==> config.mk <==
export PLATFORM = sky130hd
export DESIGN_NAME = playfield_arbiter
export DESIGN_NICKNAME = d
export VERILOG_FILES = /design/src/rtl/tetris_pkg.sv /design/src/rtl/tick_divider.sv /design/src/rtl/playfield_arbiter.sv
export SDC_FILE = /design/constraint.sdc
export NUM_CORES = 1
export LEC_CHECK = 0
export ABC_AREA = 1
export CORE_MARGIN = 3
export CORE_UTILIZATION = 43
export DETAILED_ROUTE_END_ITERATION = 10
export PLACE_DENSITY = 0.84
export SETUP_SLACK_MARGIN = 0.3
export SYNTH_ARGS = -nofsm -noshare
export SYNTH_HDL_FRONTEND = slang
export SYNTH_SLANG_ARGS = --single-unit
==> constraint.sdc <==
create_clock -name i_pixclk -period 1.7 [get_ports i_pixclk]
set_clock_uncertainty 0.2 [all_clocks]
set_input_delay 0.51 -clock i_pixclk [delete_from_list [all_inputs] [get_ports i_pixclk]]
set_output_delay 0.51 -clock i_pixclk [all_outputs]
set_load 0.005 [all_outputs]
==> src/rtl/tetris_pkg.sv <==
// Shared playfield constants, cell/address types and the RAM access-state enum.
// Used by the playfield arbiter and its tick divider.
package tetris_pkg;

    localparam int COLS      = 10;
    localparam int ROWS      = 20;
    localparam int CELL_BITS = 3;
    localparam int NCELLS    = COLS * ROWS;
    localparam int ADDR_W    = $clog2(NCELLS);

    typedef logic [CELL_BITS-1:0] cell_t;
    typedef logic [ADDR_W-1:0]    addr_t;

    typedef enum logic [1:0] {
        IDLE,
        VRD,
        GRD,
        GWR
    } acc_state_t;

    // Extra MSB keeps the compare correct when NCELLS is a power of two.
    function automatic logic in_range(input addr_t a);
        return {1'b0, a} < (ADDR_W + 1)'(NCELLS);
    endfunction

endpackage

==> src/rtl/tick_divider.sv <==
// Gravity tick divider: counts frame strobes and emits a one-cycle tick
// in the cycle after every TICK_FRAMES-th strobe.
module tick_divider #(
    parameter int TICK_FRAMES = 30
) (
    input  logic i_clk,
    input  logic i_reset_n,
    input  logic i_newframe,
    output logic o_tick
);

    localparam int CW = (TICK_FRAMES > 1) ? $clog2(TICK_FRAMES) : 1;
    localparam logic [CW-1:0] LAST = CW'(TICK_FRAMES - 1);

    logic [CW-1:0] cnt_q, cnt_d;
    logic          tick_q, tick_d;

    always_comb begin
        cnt_d  = cnt_q;
        tick_d = 1'b0;
        if (i_newframe) begin
            if (cnt_q == LAST) begin
                cnt_d  = '0;
                tick_d = 1'b1;
            end else begin
                cnt_d = cnt_q + 1'b1;
            end
        end
    end

    always_ff @(posedge i_clk or negedge i_reset_n) begin
        if (!i_reset_n) begin
            cnt_q  <= '0;
            tick_q <= 1'b0;
        end else begin
            cnt_q  <= cnt_d;
            tick_q <= tick_d;
        end
    end

    assign o_tick = tick_q;

endmodule

==> src/rtl/playfield_arbiter.sv <==
// Single-port playfield RAM arbiter: video reads win, game accesses fill gaps.
// Define PLAYFIELD_WRITE_GUARD_EN to restrict game writes to blanking.
module playfield_arbiter
    import tetris_pkg::*;
#(
    parameter int TICK_FRAMES = 30
) (
    input  logic                 i_pixclk,
    input  logic                 i_reset_n,
    input  logic                 i_newframe,
    input  logic                 i_active,
    input  logic                 i_vid_req,
    input  logic [ADDR_W-1:0]    i_vid_addr,
    output logic                 o_vid_valid,
    output logic [CELL_BITS-1:0] o_vid_data,
    input  logic                 i_game_req,
    input  logic                 i_game_we,
    input  logic [ADDR_W-1:0]    i_game_addr,
    input  logic [CELL_BITS-1:0] i_game_wdata,
    output logic                 o_game_gnt,
    output logic                 o_game_rvalid,
    output logic [CELL_BITS-1:0] o_game_rdata,
    output logic                 o_tick,
    output logic                 o_mem_en,
    output logic                 o_mem_we,
    output logic [ADDR_W-1:0]    o_mem_addr,
    output logic [CELL_BITS-1:0] o_mem_wdata,
    input  logic [CELL_BITS-1:0] i_mem_rdata
);

    acc_state_t state_q, state_d;
    logic       oor_q, oor_d;
    logic       mem_en_q, mem_en_d;
    logic       mem_we_q, mem_we_d;
    addr_t      mem_addr_q, mem_addr_d;
    cell_t      mem_wdata_q, mem_wdata_d;
    logic       vtag_q, gtag_q, zero_q;
    logic       guard;
    logic       game_gnt;

`ifdef PLAYFIELD_WRITE_GUARD_EN
    assign guard = i_game_we & i_active;
`else
    logic unused_active;
    assign unused_active = i_active;
    assign guard = 1'b0;
`endif

    assign game_gnt = i_game_req & ~i_vid_req & ~guard;

    always_comb begin
        state_d     = IDLE;
        oor_d       = 1'b0;
        mem_addr_d  = '0;
        mem_wdata_d = '0;
        if (i_vid_req) begin
            state_d = VRD;
            oor_d   = ~in_range(i_vid_addr);
            if (!oor_d) mem_addr_d = i_vid_addr;
        end else if (game_gnt) begin
            state_d = i_game_we ? GWR : GRD;
            oor_d   = ~in_range(i_game_addr);
            if (!oor_d) begin
                mem_addr_d = i_game_addr;
                if (i_game_we) mem_wdata_d = i_game_wdata;
            end
        end
        // Out-of-range accesses keep their state but never touch the RAM.
        mem_en_d = (state_d != IDLE) & ~oor_d;
        mem_we_d = (state_d == GWR) & ~oor_d;
    end

    always_ff @(posedge i_pixclk or negedge i_reset_n) begin
        if (!i_reset_n) begin
            state_q     <= IDLE;
            oor_q       <= 1'b0;
            mem_en_q    <= 1'b0;
            mem_we_q    <= 1'b0;
            mem_addr_q  <= '0;
            mem_wdata_q <= '0;
            vtag_q      <= 1'b0;
            gtag_q      <= 1'b0;
            zero_q      <= 1'b0;
        end else begin
            state_q     <= state_d;
            oor_q       <= oor_d;
            mem_en_q    <= mem_en_d;
            mem_we_q    <= mem_we_d;
            mem_addr_q  <= mem_addr_d;
            mem_wdata_q <= mem_wdata_d;
            vtag_q      <= (state_q == VRD);
            gtag_q      <= (state_q == GRD);
            zero_q      <= oor_q;
        end
    end

    assign o_game_gnt    = game_gnt;
    assign o_mem_en      = mem_en_q;
    assign o_mem_we      = mem_we_q;
    assign o_mem_addr    = mem_addr_q;
    assign o_mem_wdata   = mem_wdata_q;
    assign o_vid_valid   = vtag_q;
    assign o_game_rvalid = gtag_q;
    assign o_vid_data    = (vtag_q & ~zero_q) ? i_mem_rdata : '0;
    assign o_game_rdata  = (gtag_q & ~zero_q) ? i_mem_rdata : '0;

    tick_divider #(
        .TICK_FRAMES(TICK_FRAMES)
    ) u_tick (
        .i_clk     (i_pixclk),
        .i_reset_n (i_reset_n),
        .i_newframe(i_newframe),
        .o_tick    (o_tick)
    );

endmodule

==> flow_summary.json, run 1 <==
{
  "yosys.area.top_type_share": 0.567,
  "placed_cells_incl_taps": 209,
  "cts_tree": "built",
  "drv.max_cap_violation_count": 0,
  "postLayoutSetupSlackWorst_ns": -0.0873,
  "timing.critical_path.fanout_max": 3,
  "vias": 1014,
  "synth_area_leader_cell": "sky130_fd_sc_hd__dfrtp_1",
  "syn_area_mm2": 0.00110,
  "globalRoute.totalOverflow": 0,
  "timing.critical_path.buf_inv": 2,
  "final.period_utilization": 1.05,
  "port_buffers": 50,
  "grt_first_pass_wirelength_um": 4290,
  "antenna_cells_inserted": 0,
  "cp_top_family": "flip-flops",
  "finish.instance_area_mm2": 0.00167,
  "floorplan.initialDensity": 0.476,
  "die-height_um": 56.7,
  "run_status": "finished with violations",
  "hold_class": "flop to flop",
  "ctsRootBufferMaster": "sky130_fd_sc_hd__clkbuf_4",
  "post_synth.cell_area_avg_um2": 8.76,
  "max_slew.worst_pin.slew_ns": 0.234,
  "biggest_area_contributors_in_the_synthesized_netlist": "sky130_fd_sc_hd__dfrtp_1 (57%), sky130_fd_sc_hd__nand2_1 (10%), sky130_fd_sc_hd__nor2_1 (7.5%), sky130_fd_sc_hd__nand3_1 (6.8%), sky130_fd_sc_hd__inv_1 (3.7%)",
  "synth_seq_cells": 25,
  "design.final.nets": 218,
  "clk-insertion-delay-late_ns": 0.30,
  "cts-htree-levels": 1,
  "largest_net_degree_at_the_start_of_global_routing": 26,
  "leakagePower_nw": 0.969,
  "routedWlPerCell_um": 12.3,
  "critPathLaunchType": "flop",
  "cts_max_path_buffers": 2,
  "coreArea_mm2": 0.00232,
  "violations": "negative setup slack",
  "worst_path_largest_cell_delay_ns": 0.39,
  "layout_cells_sized_above_1": 0.323,
  "globalplace.congestion": 0.740,
  "post_synth_inst_count": 126,
  "detailed_place.area_mm2": 0.00169,
  "timing.final.setup_violations": 6,
  "ant_nets": 0,
  "critical_path_arrival_ns": 1.08,
  "report.power.total_mw": 1.33,
  "timing.critical_path.cells": "inv_2 -> nand2_2 -> nor2_1 -> buf_2",
  "power_per_cell_area_mw_per_mm2": 795,
  "horizontal_die_dimension_um": 56.7,
  "dp_hpwl_um": 2040,
  "drv_slew": 0,
  "layout-area-overhead-vs-synth_pct": 51.6,
  "grt_usage": 0.168,
  "first_pass_iters": 3,
  "preCtsSetupSlack_ns": -0.676,
  "time_the_worst_path_needs_with_i_o_delays_and_setup_ns": 1.79,
  "drt_iter0_drc": 12,
  "synth_nets": 157,
  "seq_area_frac_synth": 0.567,
  "synthesis.yosys.warnings": 0,
  "detail_route.vias_per_cell": 4.74,
  "critPathRequiredTime_ns": 0.99,
  "max_slew_margin": 0.844,
  "clkSinkCount": 25,
  "drt-total-wl_um": 2630,
  "peakVddDrop_mv": 0.531,
  "timing.critical_path.slowest_stage_cell": "sky130_fd_sc_hd__dfrtp_1",
  "achievable-frequency_mhz": 560,
  "grt_setup_unrepaired": "true",
  "post-route-drc-count": 0,
  "cts_clk_pin_slew_worst_paths_ns": 0.12,
  "num_rows": 17,
  "final-instance-count-excl-fill": 214,
  "timing_hold_violations_final": 0,
  "critPathKind": "flop to output port",
  "design.die.area_mm2": 0.00321,
  "antenna_found_initial": 0,
  "count_of_filler_cells_inserted_in_the_layout": 165,
  "cts_inserted_buffers": 3,
  "first_global_vias": 1052,
  "end_kind": "output port",
  "pin_count": 52,
  "yosys.cell_types.count": 18
}
-- power by group --
group / leakage, nW / switching, mW / internal (mW)
sequential: 0.318 / 0.0658 / 0.675
combinational: 0.633 / 0.176 / 0.169
clock: 0.0177 / 0.157 / 0.0875
-- final timing paths --
path / from / to / slack (ns) / cells past startpoint
hold / removal: oor_q$_DFF_PN0_ / zero_q$_DFF_PN0_ / 0.16 / 0
setup / recovery: zero_q$_DFF_PN0_ / o_vid_data[1] / -0.09 / 4
max in group asynchronous: i_reset_n / o_mem_addr[3]$_DFF_PN0_ / 0.81 / 2
hold reg to reg: oor_q$_DFF_PN0_ / zero_q$_DFF_PN0_ / 0.16 / 0
min in group asynchronous: i_reset_n / u_tick.cnt_q[3]$_DFFE_PN0P_ / 0.35 / 2
setup reg to reg: u_tick.cnt_q[0]$_DFFE_PN0P_ / u_tick.cnt_q[2]$_DFFE_PN0P_ / 0.38 / 4
-- final cells by class --
type                    instances  area [um^2]  share of cell area
flip-flops and latches         25          626               0.374
repair buffers                 57          479               0.286
multi-input cells              84          435               0.260
inverters                      16         70.1              0.0419
well taps                      28         35.0              0.0209
clock buffers                   3         22.5              0.0135
clock inverters                 1         5.00             0.00299
-- logic make-up (layout without fill, tap and decap cells) --
group | count (synthesis) | in the layout | synth area share
and+or+nand+nor | 78 | 78 | 0.325
xor gates and xnor gates | 1 | 1 | 0.00794
adders and majority gates | 2 | 2 | 0.0227
DFF | 25 | 25 | 0.567
buffers and inverters | 17 | 77 | 0.0635
AOI/OAI and AO/OA | 3 | 3 | 0.0136
-- Yosys cell counts --
master and n:
sky130_fd_sc_hd__inv_2 3, sky130_fd_sc_hd__nand3_1 15, sky130_fd_sc_hd__dfrtp_1 25, sky130_fd_sc_hd__nor2_1 22, sky130_fd_sc_hd__nand3_2 1, sky130_fd_sc_hd__nand2_2 4, sky130_fd_sc_hd__nor2_2 2, sky130_fd_sc_hd__xor2_1 1
sky130_fd_sc_hd__o21ai_1 3, sky130_fd_sc_hd__nand4_1 1, sky130_fd_sc_hd__nand4_2 1, sky130_fd_sc_hd__inv_1 11, sky130_fd_sc_hd__inv_4 1, sky130_fd_sc_hd__ha_1 2, sky130_fd_sc_hd__nand2_1 30, sky130_fd_sc_hd__clkinv_1 1
sky130_fd_sc_hd__nand2_4 2, sky130_fd_sc_hd__clkbuf_4 1
-- routing by layer --
metal / up-vias / wire length (um) / global-route usage
li1: 509 / - / -
met1: 464 / 1000 / 0.182
met2: 39 / 1390 / 0.323
met3: 2 / 217 / 0.0437
met4: 0 / 15 / 0.0339
met5: - / 0 / 0
-- cells in the final DEF, fill, tap and decap left out --
cell type	n
sky130_fd_sc_hd__buf_12	1
sky130_fd_sc_hd__buf_2	21
sky130_fd_sc_hd__buf_4	6
sky130_fd_sc_hd__buf_6	2
sky130_fd_sc_hd__buf_8	1
sky130_fd_sc_hd__clkbuf_4	3
sky130_fd_sc_hd__clkdlybuf4s50_1	14
sky130_fd_sc_hd__clkinv_1	1
sky130_fd_sc_hd__clkinv_2	1
sky130_fd_sc_hd__clkinv_4	1
sky130_fd_sc_hd__dfrtp_1	25
sky130_fd_sc_hd__dlygate4sd2_1	5
sky130_fd_sc_hd__dlymetal6s2s_1	7
sky130_fd_sc_hd__ha_1	2
sky130_fd_sc_hd__inv_1	9
sky130_fd_sc_hd__inv_2	4
sky130_fd_sc_hd__inv_6	1
sky130_fd_sc_hd__nand2_1	24
sky130_fd_sc_hd__nand2_2	9
sky130_fd_sc_hd__nand2_4	3
sky130_fd_sc_hd__nand3_1	15
sky130_fd_sc_hd__nand3_2	1
sky130_fd_sc_hd__nand4_1	1
sky130_fd_sc_hd__nand4_2	1
sky130_fd_sc_hd__nor2_1	19
sky130_fd_sc_hd__nor2_2	5
sky130_fd_sc_hd__o21ai_1	3
sky130_fd_sc_hd__xor2_1	1
-- repair_timing --
action / 4_1_cts / 5_1_grt
pin swaps: 6 / 13
gates resized for setup: 112 / 16
endpoints found under the setup margin: 39 / 34
endpoints found under the hold margin: 0 / 0
hold buffers: 0 / 0
buffers inserted: 0 / 1
-- sequential cells by signal, summed over array words and instances (netlist names) --
register       count
o_mem_addr         8
u_tick.cnt_q       5
o_mem_wdata        3
state_q            2
o_game_rvalid      1
o_mem_en           1
o_mem_we           1
o_vid_valid        1
oor_q              1
u_tick.o_tick      1
zero_q             1
-- through the flow --
| step | hold WS (ns) | util | TNS, ns |
|---|---|---|---|
| global route | 0.177 | 0.722 | -0.858 |
| detailed placement | 0.136 | 0.731 | -6.55 |
| floorplan | 0.0144 | - | 0 |
| CTS | 0.164 | 0.701 | -0.235 |
| finish | 0.163 | 0.722 | -0.256 |
| global placement | 0.134 | 0.731 | -5.93 |
Note: power is estimated with default switching activity, not from simulation.
==> run 2: changes to the inputs <==
- CORE_UTILIZATION: 43 -> 40
- PLACE_DENSITY: 0.84 -> 0.79
- clock period: 1.7 -> 2.05 ns (I/O delays scaled with it)
==> run 2 against run 1 <==
Net effect: the run now ends clean; core utilization down 6.4 points; first-iteration DRC count rose to 2.5 times the previous value; register-to-register slack gained 0.38 ns; routed wire length decreased by 1.2%; non-clock buffer count did not move; die area rose by 6.7%; critical path depth is the same; hold slack is essentially flat; clock power is 16% lower; setup slack better by 0.25 ns; clock-buffer cell count did not move; critical path type is now input port to output port; largest power group unchanged.
==> flow_summary.json, run 2 (synthesis results as in run 1) <==
{
  "leakagePower_nw": 0.890,
  "clk-insertion-delay-late_ns": 0.30,
  "fin_hold_ws_ns": 0.163,
  "timing.critical_path.fanout_max": 2,
  "gr-usage-met1": 0.160,
  "drv_slew": 0,
  "layout-area-overhead-vs-synth_pct": 51.6,
  "timing.critical_path.cells": "dlygate4sd2_1 -> inv_2 -> nor2_2 -> buf_2",
  "timing.final.setup_violations": 0,
  "ctsRootBufferMaster": "sky130_fd_sc_hd__clkbuf_4",
  "groute.layer.met3.usage": 0.0439,
  "first_global_vias": 1056,
  "critPathRequiredTime_ns": 1.23,
  "worst_r2r_endpoint": "u_tick.cnt_q[1]$_DFFE_PN0P_",
  "hold_class": "flop to flop",
  "grt.met2_usage": 0.348,
  "horizontal_die_dimension_um": 58.5,
  "floorplan.initialDensity": 0.434,
  "pin_count": 52,
  "worst_setup_path_startpoint": "i_mem_rdata[0]",
  "grt_first_pass_wirelength_um": 4420,
  "first_pass_iters": 3,
  "time_the_worst_path_needs_with_i_o_delays_and_setup_ns": 1.89,
  "grt_setup_unrepaired": "true",
  "reg2reg_depth": 4,
  "globalRoute.totalOverflow": 0,
  "cts_max_path_buffers": 2,
  "max_slew_margin": 0.797,
  "vias": 1022,
  "design.die.area_mm2": 0.00343,
  "cts-htree-levels": 1,
  "cts_inserted_buffers": 3,
  "critical_path_arrival_ns": 1.07,
  "drt_iter0_drc": 30,
  "layout.core_utilization": 0.657,
  "largest_register_ff_count": 8,
  "peakVddDrop_mv": 0.481,
  "antenna_cells_inserted": 0,
  "count_of_filler_cells_inserted_in_the_layout": 229,
  "run_status": "finished clean",
  "critical_path.reg2reg.startpoint": "u_tick.cnt_q[0]$_DFFE_PN0P_",
  "design.final.nets": 218,
  "ff2ff_setup_slack_ns": 0.76,
  "cts_tree": "built",
  "end_kind": "output port",
  "layout_common_cells": "sky130_fd_sc_hd__nand2_1 (28), sky130_fd_sc_hd__dfrtp_1 (25), sky130_fd_sc_hd__clkdlybuf4s50_1 (22)",
  "coreArea_mm2": 0.00254,
  "worstSetupEndpoint": "o_vid_data[0]",
  "grt_usage": 0.170,
  "ant_nets": 0,
  "port_buffers": 50,
  "critPathKind": "input port to output port",
  "largest_net_degree_at_the_start_of_global_routing": 26,
  "drt-total-wl_um": 2600,
  "final.period_utilization": 0.920,
  "layout_cells_sized_above_1": 0.285,
  "timing_hold_violations_final": 0,
  "drv.max_cap_violation_count": 0,
  "cts_clk_pin_slew_worst_paths_ns": 0.12,
  "timing.critical_path.slowest_stage_cell": "sky130_fd_sc_hd__dlygate4sd2_1",
  "detail_route.vias_per_cell": 4.73,
  "achievable-frequency_mhz": 530,
  "worst_path_largest_cell_delay_ns": 0.20,
  "antenna_found_initial": 0,
  "cts_hold_repair.buffers": 0,
  "num_rows": 18,
  "max_slew.worst_pin.slew_ns": 0.304,
  "post-route-drc-count": 0,
  "dp_hpwl_um": 2150,
  "final_common_cell": "sky130_fd_sc_hd__nand2_1",
  "die-height_um": 58.5,
  "globalplace.congestion": 0.698,
  "clkSinkCount": 25,
  "routedWlPerCell_um": 12.0,
  "power_per_cell_area_mw_per_mm2": 671,
  "critPathLaunchType": "input port",
  "grt-busiest-layer": "met2",
  "report.power.total_mw": 1.12
}
run 2: repair_timing:
item / in CTS / in global routing
resized for setup: 88 / 14
pin swaps: 6 / 5
endpoints found under the setup margin: 23 / 16
buffers inserted: 2 / 0
run 2: critical path, delay by kind of cell:
| family | cells | cell delay [ns] |
|---|---|---|
| buf+inv | 3 | 0.36 |
| simple gates | 1 | 0.09 |
run 2: report_power, final:
part	internal [mW]	switching, mW	leakage [nW]
Sequential	0.559	0.0612	0.318
Combinational	0.147	0.148	0.553
Clock	0.0727	0.134	0.0177
run 2: how the worst min path moves through the flow:
stage                         endpoint       startpoint  slack (ns)  cells past startpoint
6_report              zero_q$_DFF_PN0_  oor_q$_DFF_PN0_        0.16                      0
5_1_grt               zero_q$_DFF_PN0_  oor_q$_DFF_PN0_        0.17                      0
4_1_cts               zero_q$_DFF_PN0_  oor_q$_DFF_PN0_        0.16                      0
3_5_place_dp          zero_q$_DFF_PN0_  oor_q$_DFF_PN0_        0.13                      0
3_3_place_gp          zero_q$_DFF_PN0_  oor_q$_DFF_PN0_        0.14                      0
2_1_floorplan  o_game_rvalid$_DFF_PN0_        i_reset_n        0.12                      0
run 2: through the flow:
step / cell area, um^2 / cells / setup TNS, ns / setup WS (ns)
floorplan: 1100 / 126 / 0 / 0.427
global placement: 1670 / 210 / -3.32 / -0.507
detailed placement: 1670 / 210 / -3.53 / -0.563
CTS: 1700 / 216 / 0 / 0.145
global route: 1670 / 216 / 0 / 0.102
finish: 1670 / 216 / 0 / 0.164
run 2: layout make-up:
class | instances | area [um^2] | share of cell area
clock buffer | 3 | 22.5 | 0.0135
multi-input combinational | 84 | 430 | 0.257
inverter | 16 | 67.6 | 0.0404
clock inverter | 1 | 5.00 | 0.00299
timing repair buffer | 57 | 484 | 0.289
tap | 30 | 37.5 | 0.0224
sequential | 25 | 626 | 0.374
run 2: routing by layer:
layer / part of all wire / routed length [um]
met2: 0.56 / 1460
met5: 0 / 0
met3: 0.084 / 219
met4: 0.0039 / 10
met1: 0.35 / 908
